### config.mk
export PLATFORM = sky130hd
export DESIGN_NAME = sata_host_oob_ctrl
export DESIGN_NICKNAME = d
export VERILOG_FILES = /design/src/rtl/sata_oob_pkg.sv /design/src/rtl/sata_oob_timer.sv /design/src/rtl/sata_host_oob_ctrl.sv
export SDC_FILE = /design/constraint.sdc
export NUM_CORES = 1
export LEC_CHECK = 0
export ABC_AREA = 1
export BUFFER_PORTS_ARGS = -buffer_cell sky130_fd_sc_hd__buf_2
export CAP_MARGIN = 0
export CORE_UTILIZATION = 59
export CTS_CLUSTER_SIZE = 40
export DETAILED_ROUTE_END_ITERATION = 8
export GPL_ROUTABILITY_DRIVEN = 0
export GPL_TIMING_DRIVEN = 0
export PLACE_DENSITY = 0.84
export SLEW_MARGIN = 20
export SYNTH_ARGS = -nofsm -noshare
export SYNTH_HDL_FRONTEND = slang
export SYNTH_SLANG_ARGS = --single-unit
### constraint.sdc
create_clock -name sys_clk -period 2.55 [get_ports sys_clk]
set_clock_uncertainty 0.15 [all_clocks]
set_input_delay 0.1275 -clock sys_clk [delete_from_list [all_inputs] [get_ports sys_clk]]
set_output_delay 0.1275 -clock sys_clk [all_outputs]
set_load 0.05 [all_outputs]
### src/rtl/sata_oob_pkg.sv
// sata_oob_pkg: state encodings and sizing helper shared by
// the host-side SATA OOB link-initialisation sequencer.
package sata_oob_pkg;

  localparam int STATE_W = 4;

  localparam logic [3:0] ST_RESET            = 4'd0;
  localparam logic [3:0] ST_COMRESET         = 4'd1;
  localparam logic [3:0] ST_AWAIT_COMINIT    = 4'd2;
  localparam logic [3:0] ST_AWAIT_NO_COMINIT = 4'd3;
  localparam logic [3:0] ST_COMWAKE          = 4'd4;
  localparam logic [3:0] ST_AWAIT_COMWAKE    = 4'd5;
  localparam logic [3:0] ST_AWAIT_NO_COMWAKE = 4'd6;
  localparam logic [3:0] ST_AWAIT_ALIGN      = 4'd7;
  localparam logic [3:0] ST_SEND_ALIGN       = 4'd8;
  localparam logic [3:0] ST_READY            = 4'd9;

  function automatic int max3(int a, int b, int c);
    int m;
    m = (a > b) ? a : b;
    return (m > c) ? m : c;
  endfunction

endpackage

### src/rtl/sata_oob_timer.sv
// sata_oob_timer: clear/enable saturating up-counter with a
// terminal-value compare, shared by state timeouts and idle-loss.
module sata_oob_timer #(
  parameter int W = 8
) (
  input  logic         clk,
  input  logic         rst_n,
  input  logic         clr,
  input  logic         en,
  input  logic [W-1:0] term,
  output logic         hit
);

  logic [W-1:0] cnt;

  always_ff @(posedge clk or negedge rst_n) begin
    if (!rst_n) begin
      cnt <= '0;
    end else if (clr) begin
      cnt <= '0;
    end else if (en && (cnt != '1)) begin
      cnt <= cnt + 1'b1;
    end
  end

  assign hit = (cnt == term);

endmodule

### src/rtl/sata_host_oob_ctrl.sv
// sata_host_oob_ctrl: host SATA OOB sequencer, COMRESET to ALIGN lock.
// Define SATA_OOB_STATS_EN to add retry_cnt/loss_cnt outputs.
module sata_host_oob_ctrl
  import sata_oob_pkg::*;
#(
  parameter int CLK_FREQ_HZ = 100_000_000,
  parameter int RETRY_CYC   = 1_000_000,
  parameter int ALIGN_CYC   = 87_380,
  parameter int LOSS_CYC    = 1_024
) (
  input  logic         sys_clk,
  input  logic         sys_rst_n,
  input  logic         restart,
  output logic         tx_cominit,
  output logic         tx_comwake,
  input  logic         tx_comfinish,
  output logic         tx_elecidle,
  output logic         tx_d102,
  output logic         tx_align,
  input  logic         rx_cominit_det,
  input  logic         rx_comwake_det,
  input  logic         rx_align_det,
  input  logic         rx_sync_det,
  input  logic         rx_idle,
  output logic         link_up,
  output logic [3:0]   state_o
`ifdef SATA_OOB_STATS_EN
  ,
  output logic [15:0]  retry_cnt,
  output logic [15:0]  loss_cnt
`endif
);

  localparam int TMR_W =
    $clog2(max3(RETRY_CYC, ALIGN_CYC, LOSS_CYC) + 1);

  logic [STATE_W-1:0] state;
  logic [STATE_W-1:0] nxt;
  logic [TMR_W-1:0]   tmr_term;
  logic               tmr_hit;
  logic               tmr_clr;
  logic               tmr_en;
  logic               loss;
  logic               enter_cr;
  logic               lane_on;

  // In READY the timer counts consecutive idle cycles only
  assign tmr_en  = (state != ST_READY) || rx_idle;
  assign tmr_clr = (nxt != state) || restart ||
                   ((state == ST_READY) && !rx_idle);
  assign loss    = tmr_hit && rx_idle;

  always_comb begin
    tmr_term = TMR_W'(RETRY_CYC - 1);
    unique case (1'b1)
      state == ST_AWAIT_ALIGN: tmr_term = TMR_W'(ALIGN_CYC - 1);
      state == ST_READY:       tmr_term = TMR_W'(LOSS_CYC - 1);
      default:                 tmr_term = TMR_W'(RETRY_CYC - 1);
    endcase
  end

  sata_oob_timer #(
    .W(TMR_W)
  ) u_timer (
    .clk   (sys_clk),
    .rst_n (sys_rst_n),
    .clr   (tmr_clr),
    .en    (tmr_en),
    .term  (tmr_term),
    .hit   (tmr_hit)
  );

  always_comb begin
    nxt = state;
    case (state)
      ST_RESET: nxt = ST_COMRESET;
      ST_COMRESET:
        if (tx_comfinish) nxt = ST_AWAIT_COMINIT;
      ST_AWAIT_COMINIT:
        if (rx_cominit_det) nxt = ST_AWAIT_NO_COMINIT;
        else if (tmr_hit)   nxt = ST_COMRESET;
      ST_AWAIT_NO_COMINIT:
        if (!rx_cominit_det) nxt = ST_COMWAKE;
      ST_COMWAKE:
        if (tx_comfinish) nxt = ST_AWAIT_COMWAKE;
      ST_AWAIT_COMWAKE:
        if (rx_comwake_det) nxt = ST_AWAIT_NO_COMWAKE;
        else if (tmr_hit)   nxt = ST_COMRESET;
      ST_AWAIT_NO_COMWAKE:
        if (!rx_comwake_det) nxt = ST_AWAIT_ALIGN;
      ST_AWAIT_ALIGN:
        if (rx_align_det) nxt = ST_SEND_ALIGN;
        else if (tmr_hit) nxt = ST_COMRESET;
      ST_SEND_ALIGN:
        if (rx_sync_det) nxt = ST_READY;
      ST_READY:
        if (rx_cominit_det || loss) nxt = ST_COMRESET;
      default: nxt = ST_RESET;
    endcase
    if (restart) nxt = ST_COMRESET;
  end

  // A restart while already in COMRESET re-issues the burst
  assign enter_cr = (nxt == ST_COMRESET) &&
                    ((state != ST_COMRESET) || restart);
  assign lane_on  = (nxt == ST_AWAIT_ALIGN) ||
                    (nxt == ST_SEND_ALIGN) ||
                    (nxt == ST_READY);

  always_ff @(posedge sys_clk or negedge sys_rst_n) begin
    if (!sys_rst_n) begin
      state       <= ST_RESET;
      tx_cominit  <= 1'b0;
      tx_comwake  <= 1'b0;
      tx_elecidle <= 1'b1;
      tx_d102     <= 1'b0;
      tx_align    <= 1'b0;
      link_up     <= 1'b0;
    end else begin
      state       <= nxt;
      tx_cominit  <= enter_cr;
      tx_comwake  <= (nxt == ST_COMWAKE) &&
                     (state != ST_COMWAKE);
      tx_elecidle <= !lane_on;
      tx_d102     <= (nxt == ST_AWAIT_ALIGN);
      tx_align    <= (nxt == ST_SEND_ALIGN);
      link_up     <= (nxt == ST_READY);
    end
  end

  assign state_o = state;

`ifdef SATA_OOB_STATS_EN
  logic tmo;

  assign tmo = !restart && (nxt == ST_COMRESET) &&
               ((state == ST_AWAIT_COMINIT) ||
                (state == ST_AWAIT_COMWAKE) ||
                (state == ST_AWAIT_ALIGN));

  always_ff @(posedge sys_clk or negedge sys_rst_n) begin
    if (!sys_rst_n) begin
      retry_cnt <= '0;
      loss_cnt  <= '0;
    end else if (restart) begin
      retry_cnt <= '0;
      loss_cnt  <= '0;
    end else begin
      if (tmo && (retry_cnt != 16'hFFFF))
        retry_cnt <= retry_cnt + 1'b1;
      if ((state == ST_READY) && (nxt == ST_COMRESET) &&
          (loss_cnt != 16'hFFFF))
        loss_cnt <= loss_cnt + 1'b1;
    end
  end
`endif

endmodule
# Word-level counts from Yosys, hierarchy flattened
# Cells that the tools add are included.
[word_totals]
register_bits = 30
inputBits = 9
output_inout_bits = 10
[classes]
add_sub_neg = 1
eq_ne = 20
muxes = 15
n_reduce_logical = 16
[op_table]
columns = ["operator", "n"]
rows = [
  ["4-bit two-way mux", 11],
  ["20-bit two-way mux", 2],
  ["20-bit one-hot mux with 2 select lines", 1],
  ["4-bit one-hot mux with 10 select lines", 1],
  ["4-bit by 3-bit equality test with 1-bit output, second input constant", 6],
  ["20-bit by 1-bit adder with 20-bit output, second input constant", 1],
  ["20-bit equality test", 1],
  ["20-bit != test, second input constant", 1],
  ["4-bit equality test, second input constant", 4],
  ["4-bit by 1-bit equality test with 1-bit output, second input constant", 2],
  ["4-bit by 2-bit equality test with 1-bit output, second input constant", 2],
  ["1-bit logical OR", 7],
  ["1-bit logical AND", 5],
  ["4-bit zero test", 1],
  ["4-bit by 1-bit != test with 1-bit output, second input constant", 1],
  ["4-bit by 3-bit != test with 1-bit output, second input constant", 1],
  ["4-bit != test", 1],
  ["4-bit != test, second input constant", 1],
  ["1-bit zero test", 2],
  ["2-bit nonzero test", 1],
]

# Logic depth before layout (Yosys ltp)
# Gate-level depths: netlist of run 1.
[depth]
ltp_word = 12
mapped_depth = 20

# Cells and area by module
# A second synthesis of run 1 with hierarchy kept.
[hier_totals]
cells_unflattened = 346
hier_area_um2 = 2388.5
[by_module_without_submodules]
columns = ["module", "n_inst", "cells_per_inst", "area_each_um2"]
rows = [
  ["sata_oob_timer", 1, 234, 1624.1],
  ["sata_host_oob_ctrl", 1, 112, 764.5],
]

# Least setup slack after synthesis of run 1
# OpenSTA, ideal clock, no wires.
[synth_timing]
path_type = "register to register"
start = "register state[1], in the netlist state_o[1]"
end = "register u_timer.cnt[3]"
setup_time_ps = 122
t_arrival_ps = 2177
t_required_ps = 2278
path_slack_ps = 101
stages_incl_launch_ff = 20
n_path_buf = 2
period_less_slack_ps = 2449
path_cell_list = "dfrtp_1 -> buf_2 -> nand2_1 -> inv_1 -> nand2_4 -> nand2_1 -> nand3_1 -> nor2_2 -> nand3_2 -> inv_2 -> nand2_1 -> nand2_1 -> nand2_2 -> nand2_2 -> nand2_1 -> nand2_1 -> nor2_2 -> nand2_2 -> buf_6 -> nor2_2"
[synth_between]
elab_chain_len = 12
word_cells_on_any_way = 35
[synth_lines]
columns = ["item", "line", "rtl"]
rows = [
  ["from (decl)", "sata_host_oob_ctrl.sv:37", "logic [STATE_W-1:0] state;"],
  ["from (signal assigned)", "sata_host_oob_ctrl.sv:120", "state <= nxt;"],
  ["4-bit equality test or 4-bit by 3-bit equality test with 1-bit output (tied branches)", "--", ""],
  ["20-bit one-hot mux with 2 select lines", "sata_host_oob_ctrl.sv:55", "unique case (1'b1)"],
  ["20-bit equality test", "sata_oob_timer.sv:26", "assign hit = (cnt == term);"],
  ["1-bit logical AND", "sata_host_oob_ctrl.sv:51", "assign loss = tmr_hit && rx_idle;"],
  ["1-bit logical OR", "sata_host_oob_ctrl.sv:97", "if (rx_cominit_det || loss) nxt = ST_COMRESET;"],
  ["4-bit two-way mux", "sata_host_oob_ctrl.sv:97", ""],
  ["4-bit one-hot mux with 10 select lines", "sata_host_oob_ctrl.sv:75", "case (state)"],
  ["4-bit two-way mux", "sata_host_oob_ctrl.sv:100", "if (restart) nxt = ST_COMRESET;"],
  ["4-bit != test", "sata_host_oob_ctrl.sv:49", "assign tmr_clr = (nxt != state) || restart ||"],
  ["1-bit logical OR (2 in series)", "sata_host_oob_ctrl.sv:49", ""],
  ["20-bit two-way mux or 2-bit nonzero test (tied branches)", "--", ""],
  ["to (signal assigned)", "sata_oob_timer.sv:22", "cnt <= cnt + 1'b1;"],
  ["to (decl)", "sata_oob_timer.sv:14", "logic [W-1:0] cnt;"],
]
# Several ways; a longest one is shown, not always the timed one.
# A chain may end at the register's enable or synchronous reset.

# Final worst setup path of run 1
[layout_timing]
start = "register u_timer.cnt[0]"
end = "register u_timer.cnt[9]"
[layout_between]
elab_chain_len = 10
word_cells_on_any_way = 19
[layout_lines]
columns = ["item", "line"]
rows = [
  ["20-bit equality test", "sata_oob_timer.sv:26"],
  ["1-bit logical AND", "sata_host_oob_ctrl.sv:51"],
  ["1-bit logical OR", "sata_host_oob_ctrl.sv:97"],
  ["4-bit two-way mux", "sata_host_oob_ctrl.sv:97"],
  ["4-bit one-hot mux with 10 select lines", "sata_host_oob_ctrl.sv:75"],
  ["4-bit two-way mux", "sata_host_oob_ctrl.sv:100"],
  ["4-bit != test", "sata_host_oob_ctrl.sv:49"],
  ["1-bit logical OR (2 in series)", "sata_host_oob_ctrl.sv:49"],
  ["20-bit two-way mux or 2-bit nonzero test (tied branches)", "--"],
]
# Several ways; a longest one is shown, not always the timed one. The select of a mux whose other input is x is not followed.

==> results of run 1 <==
[worst max-delay path: stages, from the launching register on]
cell                      delay [ns]
sky130_fd_sc_hd__dfrtp_1        0.40
sky130_fd_sc_hd__ha_1           0.23
sky130_fd_sc_hd__nand2_1        0.10
sky130_fd_sc_hd__nor2_2         0.18
sky130_fd_sc_hd__nand2_1        0.11
sky130_fd_sc_hd__nor2_2         0.13
sky130_fd_sc_hd__nand2_1        0.10
sky130_fd_sc_hd__nor2_2         0.14
sky130_fd_sc_hd__nand2_1        0.12
sky130_fd_sc_hd__buf_4          0.22
sky130_fd_sc_hd__nand2_1        0.12
sky130_fd_sc_hd__nor2_1         0.06
sky130_fd_sc_hd__xor2_1         0.15
sky130_fd_sc_hd__nor2_2         0.06
[power breakdown]
part | total, mW | switching (mW) | leakage (nW) | internal, mW
combinational | 0.603 | 0.426 | 0.668 | 0.177
clock | 0.302 | 0.170 | 0.0343 | 0.132
sequential | 0.557 | 0.0392 | 0.406 | 0.517
[routing by layer]
metal | part of all wire, % | up-vias | track usage (%)
met1 | 46 | 823 | 34.9
li1 | - | 903 | -
met2 | 48 | 55 | 41.1
met5 | 0 | - | 0
met4 | 1.2 | 0 | 8.31
met3 | 5.5 | 6 | 6.49
[stage by stage]
stage / area, um2 / hold WS [ns] / setup TNS [ns]
final: 2210 / 0.0186 / 0
after global routing: 2210 / 0.0216 / -0.0106
after CTS: 2200 / 0.0134 / 0
after detailed placement: 2120 / 0.0456 / 0
after global placement: 2120 / 0.0379 / 0
after floorplan: 1980 / -0.318 / 0
[repair_timing]
action,4_1_cts,5_1_grt
resized for setup,0,4
endpoints found under the setup margin,0,12
hold buffers,1,0
buffers inserted,0,1
hold endpoints to repair,29,0
[cell type report]
type | instances | area [um2] | area share (%)
clock inverters | 2 | 12.5 | 0.566
flip-flops and latches | 30 | 753 | 34.1
multi-input cells | 193 | 1030 | 46.4
plain buffers | 4 | 35.0 | 1.59
repair buffers | 20 | 108 | 4.87
inverters | 45 | 169 | 7.64
well taps | 44 | 55.1 | 2.49
clock buffers | 6 | 51.3 | 2.32
[worst max path at each step]
stage,from,end,slack (ns)
final,u_timer.cnt[0],u_timer.cnt[9],0.18
after global routing,state_o[1],u_timer.cnt[10],-0.005
after CTS,state_o[3],u_timer.cnt[2],0.18
after detailed placement,u_timer.cnt[0],u_timer.cnt[9],0.19
after global placement,u_timer.cnt[0],u_timer.cnt[9],0.25
after floorplan,state_o[1],u_timer.cnt[3],0.10
[sequential cells by signal (all words and copies together), names as in the netlist]
register and cells:
tx_cominit 1, state_o 4, u_timer.cnt 20, tx_comwake 1, tx_align 1, tx_elecidle 1, link_up 1, tx_d102 1
[cells in the final DEF, fill, tap and decap left out, types with 3 or more instances in the layout]
cell type                   n
sky130_fd_sc_hd__buf_2     19
sky130_fd_sc_hd__clkbuf_4   5
sky130_fd_sc_hd__dfrtp_1   28
sky130_fd_sc_hd__inv_1     40
sky130_fd_sc_hd__inv_2      4
sky130_fd_sc_hd__nand2_1   65
sky130_fd_sc_hd__nand2_2    4
sky130_fd_sc_hd__nand3_1   23
sky130_fd_sc_hd__nand4_1    8
sky130_fd_sc_hd__nor2_1    20
sky130_fd_sc_hd__nor2_2    27
sky130_fd_sc_hd__nor3_1     8
sky130_fd_sc_hd__nor4_1     3
sky130_fd_sc_hd__o21ai_0    4
sky130_fd_sc_hd__xor2_1    11
[cells by family (layout without fill, tap and decap cells)]
logic type	after synthesis	after routing	share of synthesized area, %
AOI/OAI and AO/OA	12	12	3.80
buffers and inverters	49	77	10.2
DFF	30	30	38.0
muxes	1	1	0.506
xor gates and xnor gates	12	12	5.32
adders and majority gates	1	1	0.633
and+or+nand+nor	167	167	41.5
==> results.txt, run 1 <==
----------------------------------------------------
[Clocking]
  Clk root buf ... sky130_fd_sc_hd__clkbuf_4
  Count of clock tree sinks ... 30
  Clock Pin Slew Worst Setup and Hold Paths ... 0.11 ns
  TritonCTS clock tree ... done
  H-tree depth ... 2
  TritonCTS buffer count ... 5
  Clock latency on the worst-skew pair ... 0.34 ns
  Buffer depth of the longest clock path ... 2

[Yosys]
  Area of the mapped netlist ... 1980 um2
  Area fraction of the dominant cell type after synthesis ... 36.7%
  Number of warning messages in the yosys log ... 0
  Number of flops mapped to enable cells by yosys ... 0
  Commonest register cell after synthesis ... sky130_fd_sc_hd__dfrtp_1
  Number of nets in the synthesized netlist ... 282
  Share of synthesized area occupied by flip-flops and latches ... 38.0%
  Number of standard cells after synthesis ... 272
  Number of register bits inferred by synthesis ... 30
  Top cells by area, synth ... sky130_fd_sc_hd__dfrtp_1 (37%), sky130_fd_sc_hd__nand2_1 (12%), sky130_fd_sc_hd__nor2_2 (8.2%), sky130_fd_sc_hd__inv_1 (7.6%), sky130_fd_sc_hd__nand3_1 (5.8%)
  Most numerous cell in the Yosys netlist ... sky130_fd_sc_hd__nand2_1
  Cell taking the most area after synthesis ... sky130_fd_sc_hd__dfrtp_1
  Post-synthesis async set-or-reset flop share ... 100%
  Most used standard cells in the synthesized netlist ... sky130_fd_sc_hd__nand2_1 (65), sky130_fd_sc_hd__inv_1 (40), sky130_fd_sc_hd__dfrtp_1 (29)
  Post-Syn Area per Cell ... 7.27 um2
  Distinct cell type count of the synthesized netlist ... 33

[Drt]
  Number of vias per cell after detailed routing ... 5.19
  Total via count after detailed routing ... 1787
  Wire length per cell after detailed routing ... 12.1 um
  DRC ... 0
  Post-route antenna net violation count ... 0
  Initial DRT Pass Iterations ... 5
  Detailed-route wire length ... 4150 um
  Count of routing violations after the opening detailed-route iteration ... 140

[Timing]
  Min Tclk post-route ... 2.37 ns
  Post-route clock period utilization ... 92.9%
  RSZ-0062 raised after global routing ... yes
  Final-report setup violation count ... 0
  Final WS setup ... 0.181 ns
  Count of pins over their slew limit ... 0
  Slew of the pin with the lowest slew margin ... 0.661 ns
  Maximum achievable frequency ... 0.422 GHz
  Relative max-transition margin ... 55.9%
  Number of hold violations in the final report ... 0

[Setup path]
  Reg2reg path depth ... 13
  Largest fanout on the critical path ... 10
  CP Capture Type ... flop
  Kind of critical path ... flop to flop
  Required arrival time at the worst endpoint ... 2.63 ns
  Setup crit start kind ... flop
  Minimum setup slack among reg-to-reg paths ... 0.18 ns
  Reg2Reg Launch Point ... u_timer.cnt[0]
  Critical R2R Capture ... u_timer.cnt[9]
  Data arrival time of the critical path ... 2.45 ns

[Global route]
  First-pass GRT wire length ... 6830 um
  Vias in the first global route ... 1613
  Total track usage ... 26.0%
  Total global routing overflow ... 0
  Maximum number of pins on one net before global-route repair ... 31
  Initial antenna violation count ... 0

[Power and ir drop]
  Pwr per Cell Area ... 662 nW/um2
  Total leakage power ... 1.11 nW
  Highest ir drop seen on vdd ... 0.505 mV
  Total power draw ... 1.46 mW

[Min path]
  Hold Startpoint ... restart
  Hold Crit Class ... primary input to flop
  Hold depth ... 3
  Worst-case hold path end point ... tx_cominit

[Final layout]
  # diodes ... 0
  Final net count ... 309
  P&R area growth vs syn ... 11.8%
  Fraction of layout cells with a size suffix above 1 ... 25.0%
  Util after Layout ... 70.6%
  Number of standard cells in the layout, taps in and fillers out ... 344
  Number of filler cells placed in the layout ... 261

[Floorplanning]
  Initial Util ... 63.2%
  Vertical die dimension ... 59.9 um
  Std-Cell Rows ... 20
  Overall die width ... 59.9 um
  Total Die Area ... 3590 um2
  Area of the core region ... 3130 um2
  I/O pins ... 19

[Placement]
  Worst setup timing slack at the placement stage ... 0.193 ns
  Placed Cells ... 334
  DP HPWL ... 3060 um
  Port Buf Inserts ... 18

[Run status]
  Run status ... complete, no violations

[Flow run]
  Max Cap Viol ... 0

----------------------------------------------------
(Power assumes the default switching activity.)
==> run 2: changes to the inputs <==
--- a/config.mk
+++ b/config.mk
@@ -14,7 +14,9 @@
 export GPL_ROUTABILITY_DRIVEN = 0
 export GPL_TIMING_DRIVEN = 0
 export PLACE_DENSITY = 0.84
+export SETUP_SLACK_MARGIN = 0.2
 export SLEW_MARGIN = 20
 export SYNTH_ARGS = -nofsm -noshare
 export SYNTH_HDL_FRONTEND = slang
 export SYNTH_SLANG_ARGS = --single-unit
+export TNS_END_PERCENT = 5
==> run 2 against run 1 <==
  * Utilization grew 7.2 points
  * Highest routed layer unchanged
  * Sequential share of layout area shrank 3.0 points
  * Count of clock-buffer cells in the layout is 1 higher
  * Sequential power up 1%
  * Largest cell class unchanged
  * Final cell count grew 2.6%
  * Routed wire length increased by 18%
  * Critical endpoint is now u_timer.cnt[17]
==> results.txt, run 2 (same netlist as run 1, synthesis figures left out) <==
----------------------------------------------------
[Floorplanning]
  Initial Util ... 63.2%
  Vertical die dimension ... 59.9 um
  Area of the core region ... 3130 um2
  Std-Cell Rows ... 20
  I/O pins ... 19
  Total Die Area ... 3590 um2
  Overall die width ... 59.9 um

[Clocking]
  Count of clock tree sinks ... 30
  TritonCTS clock tree ... done
  Clock latency on the worst-skew pair ... 0.34 ns
  Buffer depth of the longest clock path ... 2
  Clk root buf ... sky130_fd_sc_hd__clkbuf_4
  H-tree depth ... 2
  Clock Pin Slew Worst Setup and Hold Paths ... 0.09 ns
  TritonCTS buffer count ... 5

[Final layout]
  Commonest cells after routing, fill and taps aside ... sky130_fd_sc_hd__nand2_1 (62), sky130_fd_sc_hd__inv_1 (38), sky130_fd_sc_hd__dfrtp_1 (25), sky130_fd_sc_hd__nor2_1 (21), sky130_fd_sc_hd__nor2_2 (20)
  Number of filler cells placed in the layout ... 212
  Total area of multi-input combinational cells ... 1110 um2
  Most frequent standard cell in the layout excluding fill and tap cells ... sky130_fd_sc_hd__nand2_1
  P&R area growth vs syn ... 23.1%
  Register with the highest flop count ... u_timer.cnt
  Util after Layout ... 77.8%
  Max reg flops ... 20
  Final non-filler cell area ... 2430 um2
  Sequential standard cell area ... 757 um2
  # diodes ... 0
  Final net count ... 318
  Fraction of layout cells with a size suffix above 1 ... 30.4%

[Global route]
  Total global routing overflow ... 0
  Vias in the first global route ... 1585
  Maximum number of pins on one net before global-route repair ... 31
  First-pass GRT wire length ... 6910 um
  Total track usage ... 26.5%
  Initial antenna violation count ... 0

[Power and ir drop]
  Highest ir drop seen on vdd ... 0.512 mV
  Total power draw ... 1.69 mW
  Total leakage power ... 1.17 nW
  Pwr per Cell Area ... 693 nW/um2

[Drt]
  Count of routing violations after the opening detailed-route iteration ... 153
  Initial DRT Pass Iterations ... 5
  Post-route antenna net violation count ... 0
  Detailed-route wire length ... 4900 um
  Total via count after detailed routing ... 1928
  Number of vias per cell after detailed routing ... 5.46
  DRC ... 0
  Wire length per cell after detailed routing ... 13.9 um

[Timing]
  Slew of the pin with the lowest slew margin ... 0.652 ns
  Final-report setup violation count ... 0
  Relative max-transition margin ... 56.5%
  Worst hold margin ... 0.0750 ns
  Post-route clock period utilization ... 94.7%
  Min Tclk post-route ... 2.41 ns
  Maximum achievable frequency ... 0.414 GHz
  Number of hold violations in the final report ... 0
  RSZ-0062 raised after global routing ... yes
  Count of pins over their slew limit ... 0
  Final WS setup ... 0.136 ns

[Setup path]
  Required arrival time at the worst endpoint ... 2.67 ns
  Data arrival time of the critical path ... 2.54 ns
  CP Capture Type ... flop
  Minimum setup slack among reg-to-reg paths ... 0.14 ns
  Setup crit start kind ... flop
  Largest fanout on the critical path ... 6
  Kind of critical path ... flop to flop

[Placement]
  DP HPWL ... 3050 um
  Port Buf Inserts ... 18
  Worst setup timing slack at the placement stage ... 0.207 ns
  DP Area ... 2130 um2

[Run status]
  Run status ... complete, no violations

[Min path]
  Hold Crit Class ... primary input to flop

[Flow run]
  Max Cap Viol ... 0

----------------------------------------------------
-- run 2: per-layer routing --
layer / part of all wire, % / up-vias / GRT usage (%)
li1: - / 928 / -
met4: 2.2 / 0 / 10.6
met5: 0 / - / 0
met2: 51 / 101 / 39.5
met3: 8.6 / 15 / 6.28
met1: 38 / 884 / 37.2
-- run 2: worst paths after layout --
path / startpoint / endpoint / cells past startpoint
hold reg to reg: u_timer.cnt[18] / u_timer.cnt[18] / 2
min in group asynchronous: sys_rst_n / u_timer.cnt[0] / 2
hold / removal: tx_comfinish / state_o[1] / 5
setup reg to reg: state_o[2] / u_timer.cnt[17] / 17
setup / recovery: state_o[2] / u_timer.cnt[17] / 17
max in group asynchronous: sys_rst_n / state_o[1] / 2
-- run 2: timing repair --
action	in CTS	in global routing
buffers inserted	0	7
hold buffers	2	0
hold endpoints to repair	30	0
resized for setup	0	35
endpoints found under the setup margin	0	20
-- run 2: stage by stage --
step                setup TNS (ns)  std cells
floorplan                        0        272
finish                           0        353
global route                -0.296        353
CTS                              0        344
global placement                 0        334
detailed placement               0        334
-- run 2: report_power, final --
group	switching (mW)	internal (mW)	total [mW]	leakage (nW)
clock	0.164	0.133	0.298	0.0353
combinational	0.504	0.323	0.827	0.734
sequential	0.0423	0.521	0.563	0.403
-- run 2: area by class of cell --
cell class | instances | area share [%]
buffer | 4 | 2.57
clock buffer | 7 | 2.26
clock inverter | 1 | 0.206
inverter | 45 | 7.35
multi-input combinational | 193 | 45.5
sequential | 30 | 31.1
tap | 44 | 2.26
timing repair buffer | 29 | 8.74
-- run 2: critical path: stages, from the launching register on --
cell,delay (ns)
sky130_fd_sc_hd__dfrtp_2,0.45
sky130_fd_sc_hd__inv_2,0.07
sky130_fd_sc_hd__nor2_4,0.20
sky130_fd_sc_hd__nand2_8,0.10
sky130_fd_sc_hd__nand2_1,0.08
sky130_fd_sc_hd__nand2_1,0.05
sky130_fd_sc_hd__nand2_1,0.09
sky130_fd_sc_hd__nor2_2,0.05
sky130_fd_sc_hd__nand3_2,0.11
sky130_fd_sc_hd__nand2_1,0.07
sky130_fd_sc_hd__nand2_1,0.11
sky130_fd_sc_hd__nand2_1,0.10
sky130_fd_sc_hd__nand2_1,0.08
sky130_fd_sc_hd__nand4_1,0.11
sky130_fd_sc_hd__nor2_2,0.16
sky130_fd_sc_hd__nand2_4,0.11
sky130_fd_sc_hd__clkbuf_16,0.19
sky130_fd_sc_hd__nor2_4,0.07
